## config.mk

```make
export PLATFORM = sky130hd
export DESIGN_NAME = roic_pixel_capture
export DESIGN_NICKNAME = d
export VERILOG_FILES = /design/src/rtl/roic_pkg.sv /design/src/rtl/roic_frame_bank.sv /design/src/rtl/roic_pixel_capture.sv
export SDC_FILE = /design/constraint.sdc
export NUM_CORES = 1
export LEC_CHECK = 0
export CAP_MARGIN = 0
export CELL_PAD_IN_SITES_DETAIL_PLACEMENT = 1
export CELL_PAD_IN_SITES_GLOBAL_PLACEMENT = 1
export CORE_MARGIN = 2
export CORE_UTILIZATION = 40
export CTS_CLUSTER_DIAMETER = 60
export DETAILED_ROUTE_END_ITERATION = 10
export PLACE_DENSITY = 0.72
export REMOVE_ABC_BUFFERS = 1
export SLEW_MARGIN = 15
export SYNTH_ARGS = -nofsm -noshare
export SYNTH_HDL_FRONTEND = slang
export SYNTH_SLANG_ARGS = --single-unit
```

## constraint.sdc

```tcl
create_clock -name clk -period 4.5 [get_ports clk]
set_clock_uncertainty 0.05 [all_clocks]
set_input_delay 0.9 -clock clk [delete_from_list [all_inputs] [get_ports clk]]
set_output_delay 0.9 -clock clk [all_outputs]
set_load 0.01 [all_outputs]
```

## src/rtl/roic_pkg.sv

```systemverilog
// Shared definitions for the ROIC pixel capture slice: default array
// geometry, capture FSM encoding and the one-hot to index decoder.
package roic_pkg;

    localparam int DEF_NCOL  = 9;
    localparam int DEF_NROW  = 2;
    localparam int FRAME_PIX = DEF_NROW * DEF_NCOL;
    localparam int IDX_W     = $clog2(FRAME_PIX);

    typedef enum logic [1:0] {
        ST_IDLE,
        ST_SETTLE,
        ST_SAMPLE,
        ST_HOLD
    } cap_state_t;

    // OR of the positions of all set bits; exact for a one-hot input.
    function automatic logic [7:0] onehot_idx(input logic [31:0] vec);
        logic [7:0] idx;
        idx = '0;
        for (int i = 0; i < 32; i++) begin
            if (vec[i]) idx = idx | 8'(i);
        end
        return idx;
    endfunction

endpackage

```

## src/rtl/roic_frame_bank.sv

```systemverilog
// Ping-pong frame storage: two banks of DEPTH pixels. Writes go to the
// capture bank, reads come from the other (readout) bank. Storage is data
// only and carries no reset.
module roic_frame_bank
    import roic_pkg::*;
#(
    parameter int DW    = 12,
    parameter int DEPTH = FRAME_PIX,
    parameter int AW    = IDX_W
) (
    input  logic          clk,
    input  logic          cap_bank,
    input  logic          wr_en,
    input  logic [AW-1:0] wr_addr,
    input  logic [DW-1:0] wr_data,
    input  logic [AW-1:0] rd_addr,
    output logic [DW-1:0] rd_data
);

    logic [DW-1:0] mem [2][DEPTH];

    // Single write port into the bank currently being captured.
    always_ff @(posedge clk) begin
        if (wr_en) mem[cap_bank][wr_addr] <= wr_data;
    end

    assign rd_data = mem[~cap_bank][rd_addr];

endmodule

```

## src/rtl/roic_pixel_capture.sv

```systemverilog
// Receiving end of the ROIC row/column scan: decodes the one-hot enables,
// samples each addressed pixel after a settle delay, checks scan order and
// streams completed frames out of a ping-pong buffer over valid/ready.
module roic_pixel_capture
    import roic_pkg::*;
#(
    parameter int NCOL   = DEF_NCOL,
    parameter int NROW   = DEF_NROW,
    parameter int DW     = 12,
    parameter int SETTLE = 3
) (
    input  logic                         clk,
    input  logic                         rst_n,
    input  logic [NCOL-1:0]              col_enable,
    input  logic [NROW-1:0]              row_enable,
    input  logic [DW-1:0]                pix_data,
    output logic [DW-1:0]                out_data,
    output logic [$clog2(NROW*NCOL)-1:0] out_addr,
    output logic                         out_valid,
    input  logic                         out_ready,
    output logic                         out_last,
    output logic                         frame_done,
    output logic                         overflow,
    output logic                         proto_err
);

    localparam int PIX = NROW * NCOL;
    localparam int AW  = $clog2(PIX);
    localparam int CW  = (SETTLE > 1) ? $clog2(SETTLE) : 1;
    localparam logic [AW-1:0] LAST_IDX = AW'(PIX - 1);

    logic [NCOL-1:0] col_en_p0;
    logic [NROW-1:0] row_en_p0;
    logic [DW-1:0]   pix_p0;

    logic            pat_valid, pat_idle, pat_bad, pat_same;
    logic [AW-1:0]   pat_idx;

    cap_state_t      state, state_nxt;
    logic            load;
    logic [CW-1:0]   cnt;
    logic [AW-1:0]   lat_idx, exp_idx;
    logic            sample_we, frame_end;

    logic            cap_bank, rd_full;
    logic [AW-1:0]   rd_idx;
    logic [DW-1:0]   rd_data;
    logic            hs, rd_empty_eff;

    // Stage p0: register enables (control, reset) and pixel data (no reset).
    always_ff @(posedge clk or negedge rst_n) begin
        if (!rst_n) begin
            col_en_p0 <= '0;
            row_en_p0 <= '0;
        end else begin
            col_en_p0 <= col_enable;
            row_en_p0 <= row_enable;
        end
    end

    // Pixel sample travels with the enables so SAMPLE writes the p0 value.
    always_ff @(posedge clk) begin
        pix_p0 <= pix_data;
    end

    assign pat_valid = $onehot(row_en_p0) && $onehot(col_en_p0);
    assign pat_idle  = (row_en_p0 == '0) && (col_en_p0 == '0);
    assign pat_bad   = !pat_valid && !pat_idle;
    assign pat_idx   = AW'(onehot_idx(32'(row_en_p0))) * AW'(NCOL)
                     + AW'(onehot_idx(32'(col_en_p0)));
    assign pat_same  = pat_valid && (pat_idx == lat_idx);

    // Capture FSM state register.
    always_ff @(posedge clk or negedge rst_n) begin
        if (!rst_n) state <= ST_IDLE;
        else        state <= state_nxt;
    end

    // Next state; a changed pattern always wins over the settle countdown.
    always_comb begin
        state_nxt = state;
        load      = 1'b0;
        case (state)
            ST_IDLE: begin
                if (pat_valid) begin
                    state_nxt = ST_SETTLE;
                    load      = 1'b1;
                end
            end
            ST_SETTLE: begin
                if (!pat_same) begin
                    load      = pat_valid;
                    state_nxt = pat_valid ? ST_SETTLE : ST_IDLE;
                end else if (cnt == '0) begin
                    state_nxt = ST_SAMPLE;
                end
            end
            ST_SAMPLE: state_nxt = ST_HOLD;
            ST_HOLD: begin
                if (!pat_same) begin
                    load      = pat_valid;
                    state_nxt = pat_valid ? ST_SETTLE : ST_IDLE;
                end
            end
            default: state_nxt = ST_IDLE;
        endcase
    end

    // FSM outputs: bank write strobe and end-of-frame detect.
    always_comb begin
        sample_we = (state == ST_SAMPLE);
        frame_end = sample_we && (lat_idx == LAST_IDX);
    end

    // Settle counter, latched pixel index, scan-order tracking, protocol flag.
    always_ff @(posedge clk or negedge rst_n) begin
        if (!rst_n) begin
            cnt       <= '0;
            lat_idx   <= '0;
            exp_idx   <= '0;
            proto_err <= 1'b0;
        end else begin
            if (load) begin
                cnt     <= CW'(SETTLE - 1);
                lat_idx <= pat_idx;
            end else if (state == ST_SETTLE && cnt != '0) begin
                cnt <= cnt - 1'b1;
            end
            if (sample_we) begin
                exp_idx <= (lat_idx == LAST_IDX) ? '0 : lat_idx + 1'b1;
            end
            if (pat_bad || (sample_we && lat_idx != exp_idx)) proto_err <= 1'b1;
        end
    end

    assign hs           = rd_full && out_ready;
    assign rd_empty_eff = !rd_full || (hs && rd_idx == LAST_IDX);

    // Readout sequencing and bank swap; a swap may coincide with the last beat.
    always_ff @(posedge clk or negedge rst_n) begin
        if (!rst_n) begin
            rd_full    <= 1'b0;
            rd_idx     <= '0;
            cap_bank   <= 1'b0;
            frame_done <= 1'b0;
            overflow   <= 1'b0;
        end else begin
            frame_done <= 1'b0;
            if (hs) begin
                if (rd_idx == LAST_IDX) begin
                    rd_full <= 1'b0;
                    rd_idx  <= '0;
                end else begin
                    rd_idx <= rd_idx + 1'b1;
                end
            end
            if (frame_end) begin
                if (rd_empty_eff) begin
                    rd_full    <= 1'b1;
                    rd_idx     <= '0;
                    cap_bank   <= ~cap_bank;
                    frame_done <= 1'b1;
                end else begin
                    overflow <= 1'b1;
                end
            end
        end
    end

    roic_frame_bank #(
        .DW    (DW),
        .DEPTH (PIX),
        .AW    (AW)
    ) u_bank (
        .clk      (clk),
        .cap_bank (cap_bank),
        .wr_en    (sample_we),
        .wr_addr  (lat_idx),
        .wr_data  (pix_p0),
        .rd_addr  (rd_idx),
        .rd_data  (rd_data)
    );

    assign out_valid = rd_full;
    assign out_addr  = rd_idx;
    assign out_last  = rd_full && (rd_idx == LAST_IDX);
    assign out_data  = rd_full ? rd_data : '0;

endmodule
```

Word-level counts from Yosys, hierarchy flattened

Memory sizes are Yosys's and may differ from the RTL's.
Index checks and enable logic that the tools add are counted.

Bits in registers: 47
Memories kept: 1
Output and inout bits: 22
Memory bits (writable): 432
Input bits: 26

Equality and inequality tests: 12
$lt $le $gt $ge: 3
$add $sub $neg: 13
Multiply operators: 1
Multiplexer cells: 39
Bitwise logic cells: 4
Reduce and logical (&&, ||, !) cells: 26

Memories:

| memory     | depth | bits a word | rd ports | clocked after Yosys merged registers in | write ports | line                  | RTL |
|---|---|---|---|---|---|---|---|
| u_bank.mem | 2     | 216         | 1        | 0                                       | 1           | roic_frame_bank.sv:20 | `logic [DW-1:0] mem [2][DEPTH];` |

Operators with widths:

| cell                  | count |
|---|---|
| $mux W216             | 1 |
| $bmux W12 S5          | 1 |
| $demux W12 S5         | 1 |
| $mux W12              | 4 |
| $mux W5               | 5 |
| $mux W2               | 8 |
| $ge A6 B6 Y1 const B  | 2 |
| $mux W1               | 12 |
| $mux W3               | 4 |
| $not A5 Y6            | 2 |
| $logic_and A1 B1 Y1   | 11 |
| $add A1 B1 Y2         | 5 |
| $add A5 B1 Y5 const B | 2 |
| $eq A5 B5 Y1 const B  | 2 |
| $logic_not A9 Y1      | 1 |
| $pmux W2 S4           | 1 |
| $add A2 B2 Y3         | 2 |
| $logic_not A2 Y1      | 3 |
| $lt A6 B1 Y1 const B  | 1 |
| $add A5 B5 Y5         | 1 |
| $eq A5 B5 Y1          | 1 |
| $mul A5 B4 Y5 const B | 1 |
| $ne A5 B5 Y1          | 1 |
| $add A3 B3 Y4         | 1 |
| 16 further kinds      | 25 |

Longest topological paths before layout

Gate-level depths: netlist (run 1).

Depth after elaboration: 14
Mapped depth: 13

Hierarchy

Synthesis (run 1) repeated with hierarchy kept, for this count alone.

Cells, all modules: 991
Area total of the unflattened synthesis: 19045.8 µm²

Modules (own cells, without submodules):

| module             | cells each | area an instance (µm²) | instances |
|---|---|---|---|
| roic_frame_bank    | 778        | 16779.8                | 1 |
| roic_pixel_capture | 213        | 2265.9                 | 1 |

Worst setup path after synthesis (run 1)

Ideal clock, no wire load.

Path kind: reg2reg
Start: reg col_en_p0[1]
End: reg lat_idx[0]
Period minus slack after synthesis: 3.864 ns
Stages on the path, launching flop included: 14
Path slack: 0.636 ns
Arrival time: 3.689 ns
Required time: 4.325 ns
Path buffers: 0
Cell sequence: dfrtp_1 inv_1 fa_1 fa_1 fa_1 inv_1 fa_1 inv_1 fa_1 a211oi_1 mux2i_1 or3_1 a31oi_4 mux2_4

Cells in the longest elaborated chain, start to end: 13
Elaborated cells between the ends (all ways): 20
Classes of those cells: add/sub: 5; eq/ne: 2; mux: 11; reduce/logical: 2

Ends and longest elaborated chain:

| element                | line                                                | RTL |
|---|---|---|
| start, declared        | roic_pixel_capture.sv:32                            | `logic [NCOL-1:0] col_en_p0;` |
| start signal, assigned | roic_pixel_capture.sv:56                            | `col_en_p0 <= col_enable;` |
| $mux W1                | roic_pkg.sv:22                                      | `if (vec[i]) idx = idx \| 8'(i);` |
| $mux W2 (2 in series)  | roic_pkg.sv:22                                      |  |
| $mux W3 (4 in series)  | roic_pkg.sv:22                                      |  |
| $mux W4                | roic_pkg.sv:22                                      |  |
| $add A5 B5 Y5          | roic_pixel_capture.sv:70                            | `+ AW'(onehot_idx(32'(col_en_p0)));` |
| $eq A5 B5 Y1           | roic_pixel_capture.sv:71                            | `assign pat_same = pat_valid && (pat_idx == lat_idx);` |
| $logic_and A1 B1 Y1    | roic_pixel_capture.sv:71                            |  |
| $mux W1                | roic_pixel_capture.sv:91, roic_pixel_capture.sv:100 |  |
| $pmux W1 S2            | roic_pixel_capture.sv:83                            | `case (state)` |
| end signal, assigned   | roic_pixel_capture.sv:125                           | `lat_idx <= pat_idx;` |
| end, declared          | roic_pixel_capture.sv:42                            | `logic [AW-1:0] lat_idx, exp_idx;` |

Parallel ways exist; a longest one is shown, timed or not.
A chain may end at the register's enable or synchronous reset.

Worst setup path in the final report (run 1)

Start: reg rd_idx[0] (netlist: out_addr[0])
End: out out_data[8]

Cells in the longest elaborated chain, start to end: 5

Ends and longest elaborated chain:

| element                                      | line                      | RTL |
|---|---|---|
| start, declared                              | roic_pixel_capture.sv:46  | `logic [AW-1:0] rd_idx;` |
| start signal, assigned                       | roic_pixel_capture.sv:154 | `rd_idx <= rd_idx + 1'b1;` |
| $not A5 Y6                                   | roic_frame_bank.sv:27     | `assign rd_data = mem[~cap_bank][rd_addr];` |
| $bmux W12 S5                                 | roic_frame_bank.sv:27     |  |
| $mux W12 (not written as such) (2 in series) | roic_frame_bank.sv:27     |  |
| $mux W12                                     | roic_pixel_capture.sv:187 | `assign out_data = rd_full ? rd_data : '0;` |
| end, declared                                | roic_pixel_capture.sv:17  | `output logic [DW-1:0] out_data,` |

Every way passes these cells. The select of a mux whose other input is x is not followed.

==> metrics.yaml, run 1 <==
synth_top_family_by_area: "multiplexers"
placed_cells: 1754
antenna_found_initial: 1
power_density_nw_per_um2: 539.5
holdBufCountCts: 0
fmax_mhz: 228.7
yosysWarningCount: 0
ant_nets: 0
routed_wl_um: 48500
die_h_um: 223.0
dr.pass1.iters: 7
netlist_area_sq_um: 19190
mostFrequentLayoutCells: "432 x edfxtp_1, 91 x mux2i_1, 77 x buf_4"
grt_pass1_wl_um: 72520
startpoint_type: "flop"
r2r-end: "lat_idx[0]"
synth_xor_area_frac: 0.009390
max_slew.worst_pin.slew_ns: 0.9700
r2r_slack_ns: 0.40
cts.sinks: 479
grt_usage: 0.1985
row_count: 80
place.port_buffers: 47
drc: 0
synthArstFlopShare: 0.07307
dieArea_sq_um: 49740
outcome: "complete, no violations"
grt_pass1_vias: 11210
synth.distinct_cells: 62
drive_gt1_frac: 0.2159
maxCapViolCount: 0
synth_edf_count: 432
drt_iter0_markers: 895
fin_cells: 1848
synth.area.mux_share: 0.1289
min_period_over_period: 0.9716
cts-root-buf: "clkbuf_16"
synth-compound-area-share: 0.05041
dp_hpwl_um: 29930
finalHoldViolCount: 0
grt_remaining_overflow: 0
synthSimpleGateAreaFrac: 0.04121
io_pins: 48
rsz0062_at_grt: "false"
worst_hold_slack_ns: 0.3606
vdd_drop_max_mv: 0.3207
clkTransAtPathRegs_ns: 0.06
worstPathArrival_ns: 3.42
clk_path_buf_depth: 3
h-tree-depth: 2
hp-class: "in2async"
reg2reg_from: "col_en_p0[3]"
tns_ns: 0
finalWeightedCongestion: 0.7789
finalSetupViolCount: 0
final_common_cell: "edfxtp_1"
core_area_sq_um: 47550
cts_tree: "yes"
synthFlopType: "edfxtp_1"
worst-path-max-fanout: 26
clk_latency_ns: 0.59
cts_buffers: 50
critPathKind: "reg2out"
synth_fa_ha_area_frac: 0.01435
crit_required_ns: 3.55
final_nets: 1237
ys_seq_elements: 479
start_util: 0.4036
vias: 10380
vias_per_cell: 5.614
grt_max_degree: 37
postLayoutCoreUtil: 0.4728
ys_seq_area_frac: 0.7343
syn_inst: 1066
synth.avg_cell_area_sq_um: 18.00
p_leak_nw: 7.289
finalCriticalPeriod_ns: 4.372
drv_slew: 0
end_kind: "primary output"
r2r_cells: 13
syn_to_final_growth_pct: 17.16
wl_per_cell_um: 26.24
relSlewSlack: 0.3526
dieWidth_um: 223.0
-- cell families after synthesis --
logic type	count (synthesis)
adders and majority gates	19
muxes	177
AOI/OAI and AO/OA	134
xor gates and xnor gates	18
buffers and inverters	76
DFF	479
and+or+nand+nor	163
-- critical path: stages (launching register included) --
cell             delay [ns]
dfrtp_4                0.66
buf_4                  0.40
mux4_2                 0.26
nand2_1                0.05
and3_1                 0.19
o31ai_1                0.45
and3_1                 0.26
clkdlybuf4s50_1        0.55
-- sequential cells by signal (all words and copies together) (netlist names), 2 cells and up, named ones only --
signal / cells
lat_idx: 5
out_addr: 5
cnt: 2
row_en_p0: 2
exp_idx: 5
pix_p0: 12
u_bank.mem: 432
col_en_p0: 9
-- layer usage --
layer	routed length [um]	up-vias	global-route usage
met3	2909	90	0.03174
met4	1514	0	0.07621
met1	20110	5472	0.2637
li1	-	4478	-
met5	0	-	0
met2	23960	335	0.3299
-- Yosys cell counts (2+ instances only) --
master    instances  area [sq um]
or3_1             3         18.77
dfxtp_1          12         240.2
nor2b_1           6         37.54
a22o_1            4         35.03
nor2_1           57         214.0
mux4_2           52          1171
buf_1             5         18.77
nand2b_1          5         31.28
o21ai_1           4         20.02
nand4_1           6         37.54
nand3_1          17         85.08
a211oi_1          5         37.54
and3_1           10         62.56
nand2_1          37         138.9
a221o_1           4         40.04
clkbuf_1         23         86.33
buf_6            12         135.1
o22ai_1           8         50.05
buf_2             9         45.04
xnor2_1           8         70.07
inv_1            21         78.83
xor2_1            8         70.07
o221ai_1         11         96.34
and2_1            9         56.30
fa_1              5         100.1
edfxtp_1        432         12970
ha_1             14         175.2
a221oi_1          8         70.07
mux2_4            2         30.03
buf_4             4         30.03
o31ai_1           7         52.55
nor3_1            2         10.01
a21bo_2           4         40.04
o21ai_0          19         95.09
a31oi_1           5         31.28
a31oi_4           2         42.54
a21oi_1          20         100.1
dfrtp_1          35         875.8
mux2i_1          91         910.9
mux2_2           32         360.4
a22oi_1          27         202.7
-- per-stage QoR --
step | power, mW | area, sq um | worst slack (ns)
final | 12.13 | 22480 | 0.1279
after global routing | 12.55 | 22480 | 0.006106
after CTS | 12.20 | 22450 | 0.01819
after detailed placement | 7.911 | 20740 | 0.4249
after global placement | 7.827 | 20740 | 0.5013
after floorplan | 6.636 | 18860 | -3.178
-- cell type report --
| class | count | area [sq um] |
|---|---|---|
| Clock inverter | 29 | 360.3 |
| Fill cell | 4412 | 25070 |
| Clock buffer | 63 | 1330 |
| Tap cell | 615 | 769.5 |
| Inverter | 22 | 82.58 |
| Sequential cell | 479 | 14100 |
| Timing Repair Buffer | 128 | 1122 |
| Multi-Input combinational cell | 511 | 4716 |
| Antenna cell | 1 | 2.502 |
-- timing repair --
| item | CTS | global route |
|---|---|---|
| gates cloned | 0 | 0 |
| setup endpoints to repair | 10 | 4 |
| pin swaps | 0 | 1 |
| setup buffers | 1 | 0 |
| resized for setup | 4 | 5 |
-- how the worst max path moves through the flow --
| stage | end | startpoint | slack [ns] | cells after the start |
|---|---|---|---|---|
| after floorplan | out_data[0] | cap_bank | -3.18 | 5 |
| after global placement | lat_idx[0] | col_en_p0[1] | 0.50 | 13 |
| after detailed placement | lat_idx[0] | col_en_p0[1] | 0.42 | 13 |
| after CTS | out_data[10] | out_addr[1] | 0.02 | 6 |
| after global routing | out_data[8] | out_addr[0] | 0.006 | 7 |
| final | out_data[8] | out_addr[0] | 0.13 | 7 |
-- where the power goes --
group	leakage (nW)	switching, mW	internal [mW]
clock	0.827	1.71	2.55
sequential	4.41	0.223	4.92
combinational	2.05	1.60	1.11
total	7.29	3.54	8.59
Note: power is estimated with default switching activity, not from simulation.
==> run 2: changes to the inputs <==
==> constraint.sdc (replaced) <==
create_clock -name clk -period 5.5 [get_ports clk]
set_clock_uncertainty 0.05 [all_clocks]
set_input_delay 0.55 -clock clk [delete_from_list [all_inputs] [get_ports clk]]
set_output_delay 0.55 -clock clk [all_outputs]
set_load 0.01 [all_outputs]
==> metrics.yaml, run 2 (synthesized netlist as in run 1, its figures left out) <==
outcome: "complete, no violations"
clk_path_buf_depth: 3
grt_max_degree: 58
core_area_sq_um: 47550
reg_top3: "u_bank.mem: 432 flops, pix_p0: 12 flops, col_en_p0: 9 flops"
dieWidth_um: 223.0
rsz0062_at_grt: "false"
drv_slew: 0
grt_remaining_overflow: 0
relSlewSlack: 0.1737
seqPwrFrac: 0.438
met3_length_um: 2252
comb_power_share: 0.228
p_leak_nw: 7.039
antenna_cells: 0
worstPathArrival_ns: 4.05
syn_to_final_growth_pct: 14.96
top_register: "u_bank.mem"
row_count: 80
critPathBufInv: 2
drc: 0
routed_wl_um: 48160
max_stage_delay_ns: 1.09
critPathKind: "reg2out"
clkTransAtPathRegs_ns: 0.06
h-tree-depth: 2
wl_met1_um: 20520
max_slew.worst_pin.slew_ns: 1.235
switching_power_mw: 2.824
p_int_mw: 6.720
end_kind: "primary output"
finalSetupViolCount: 0
grt_usage: 0.1963
place.port_buffers: 47
largest_reg_flops: 432
ant_nets: 0
crit_required_ns: 4.90
cp_cell_sequence: "buf_4 -> mux2i_1 -> a22oi_1 -> o21ai_0 -> o221ai_1 -> and3_1 -> clkdlybuf4s50_1"
io_pins: 48
fillers: 4482
clk_latency_ns: 0.57
power_frac_clock: 0.334
power_density_nw_per_um2: 432.7
dieArea_sq_um: 49740
vdd_drop_max_mv: 0.2526
dr_wl_met2_um: 23930
hp-class: "in2async"
maxCapViolCount: 0
final_common_cell: "edfxtp_1"
dp_slack_ns: 1.384
cts_tree: "yes"
crit_family: "buffers and inverters"
dr.pass1.iters: 5
setup_slack_ns: 0.8464
min_period_over_period: 0.8461
drive_gt1_frac: 0.1925
holdBufCountCts: 0
switching_share: 0.2959
mostFrequentLayoutCells: "432 x edfxtp_1, 91 x mux2i_1, 53 x clkbuf_16"
antenna_found_initial: 1
finalHoldViolCount: 0
fmax_mhz: 214.9
tns_ns: 0
cts.sinks: 479
grt_pass1_vias: 11050
worst-path-max-fanout: 57
finalWeightedCongestion: 0.7753
cts_buffers: 50
grt_pass1_wl_um: 71960
crit_slowest_cell: "dfrtp_4"
dp_hpwl_um: 30280
start_util: 0.4036
startpoint_type: "flop"
finalCriticalPeriod_ns: 4.654
wl_per_cell_um: 26.54
vias: 10290
top_layer: "met4"
cts-root-buf: "clkbuf_16"
final_nets: 1208
drt_iter0_markers: 887
ctsResizeCount: 0
postCtsSetupBuffers: 0
vias_per_cell: 5.669
die_h_um: 223.0
## run 2: cell types whose count changed in the layout (fill, tap and decap cells not counted), moves of 4 or more
cell,previous run,this run
bufinv_16,8,2
nor2_1,54,46
nor2_2,3,11
buf_4,77,51
clkbuf_1,10,14
## run 2: layout make-up
cell class	instances	area, sq um	share of cell area
sequential	479	14090	0.6389
inverter	22	82.58	0.003744
timing repair buffer	99	868.3	0.03937
clock buffer	67	1379	0.06251
clock inverter	22	148.9	0.006750
tap	615	769.5	0.03489
multi-input combinational	511	4716	0.2138
## run 2: worst register-to-register path, delay by kind of cell, from the launching register on
family                   cells  cell delay (ns)
buffers and inverters        3             0.25
flip-flops                   1             0.40
multiplexers                 2             0.48
AND/OR/NAND/NOR              1             0.41
AO/OA/AOI/OAI                2             0.44
adder cells (fa/ha/maj)      5             2.02
## run 2: final timing paths
path                                end          start  cells after the start  slack (ns)
setup / recovery            out_data[3]       cap_bank                      7        0.85
max in group asynchronous      cap_bank          rst_n                      1        4.77
hold / removal               frame_done          rst_n                      1        0.03
hold reg to reg                  cnt[1]         cnt[1]                      1        0.44
setup reg to reg             lat_idx[0]   col_en_p0[3]                     13        1.34
min in group clk           col_en_p0[7]  col_enable[7]                      1        0.37
## run 2: per-layer routing
layer,up-vias,track usage
met5,-,0
met4,0,0.06776
met3,92,0.02897
met2,291,0.3290
met1,5491,0.2631
li1,4415,-
## run 2: power by group through the flow
| stage | clock network [mW] | logic [mW] | registers [mW] |
|---|---|---|---|
| after floorplan | 0 | 1.07 | 4.36 |
| after global placement | 0 | 2.14 | 4.24 |
| after detailed placement | 0 | 2.18 | 4.25 |
| after CTS | 3.22 | 2.20 | 4.18 |
| after global routing | 3.36 | 2.32 | 4.19 |
| final | 3.19 | 2.18 | 4.18 |
## run 2: per-stage QoR
stage,cells,utilization,hold WS [ns],power [mW],instance area [sq um]
2_1_floorplan,1012,-,0.2044,5.430,18860
3_3_place_gp,1726,0.4312,0.4110,6.382,20500
5_1_grt,1815,0.4639,0.07987,9.873,22060
6_report,1815,0.4639,0.02755,9.544,22060
4_1_cts,1815,0.4635,0.04634,9.595,22040
3_5_place_dp,1726,0.4314,0.4182,6.429,20510
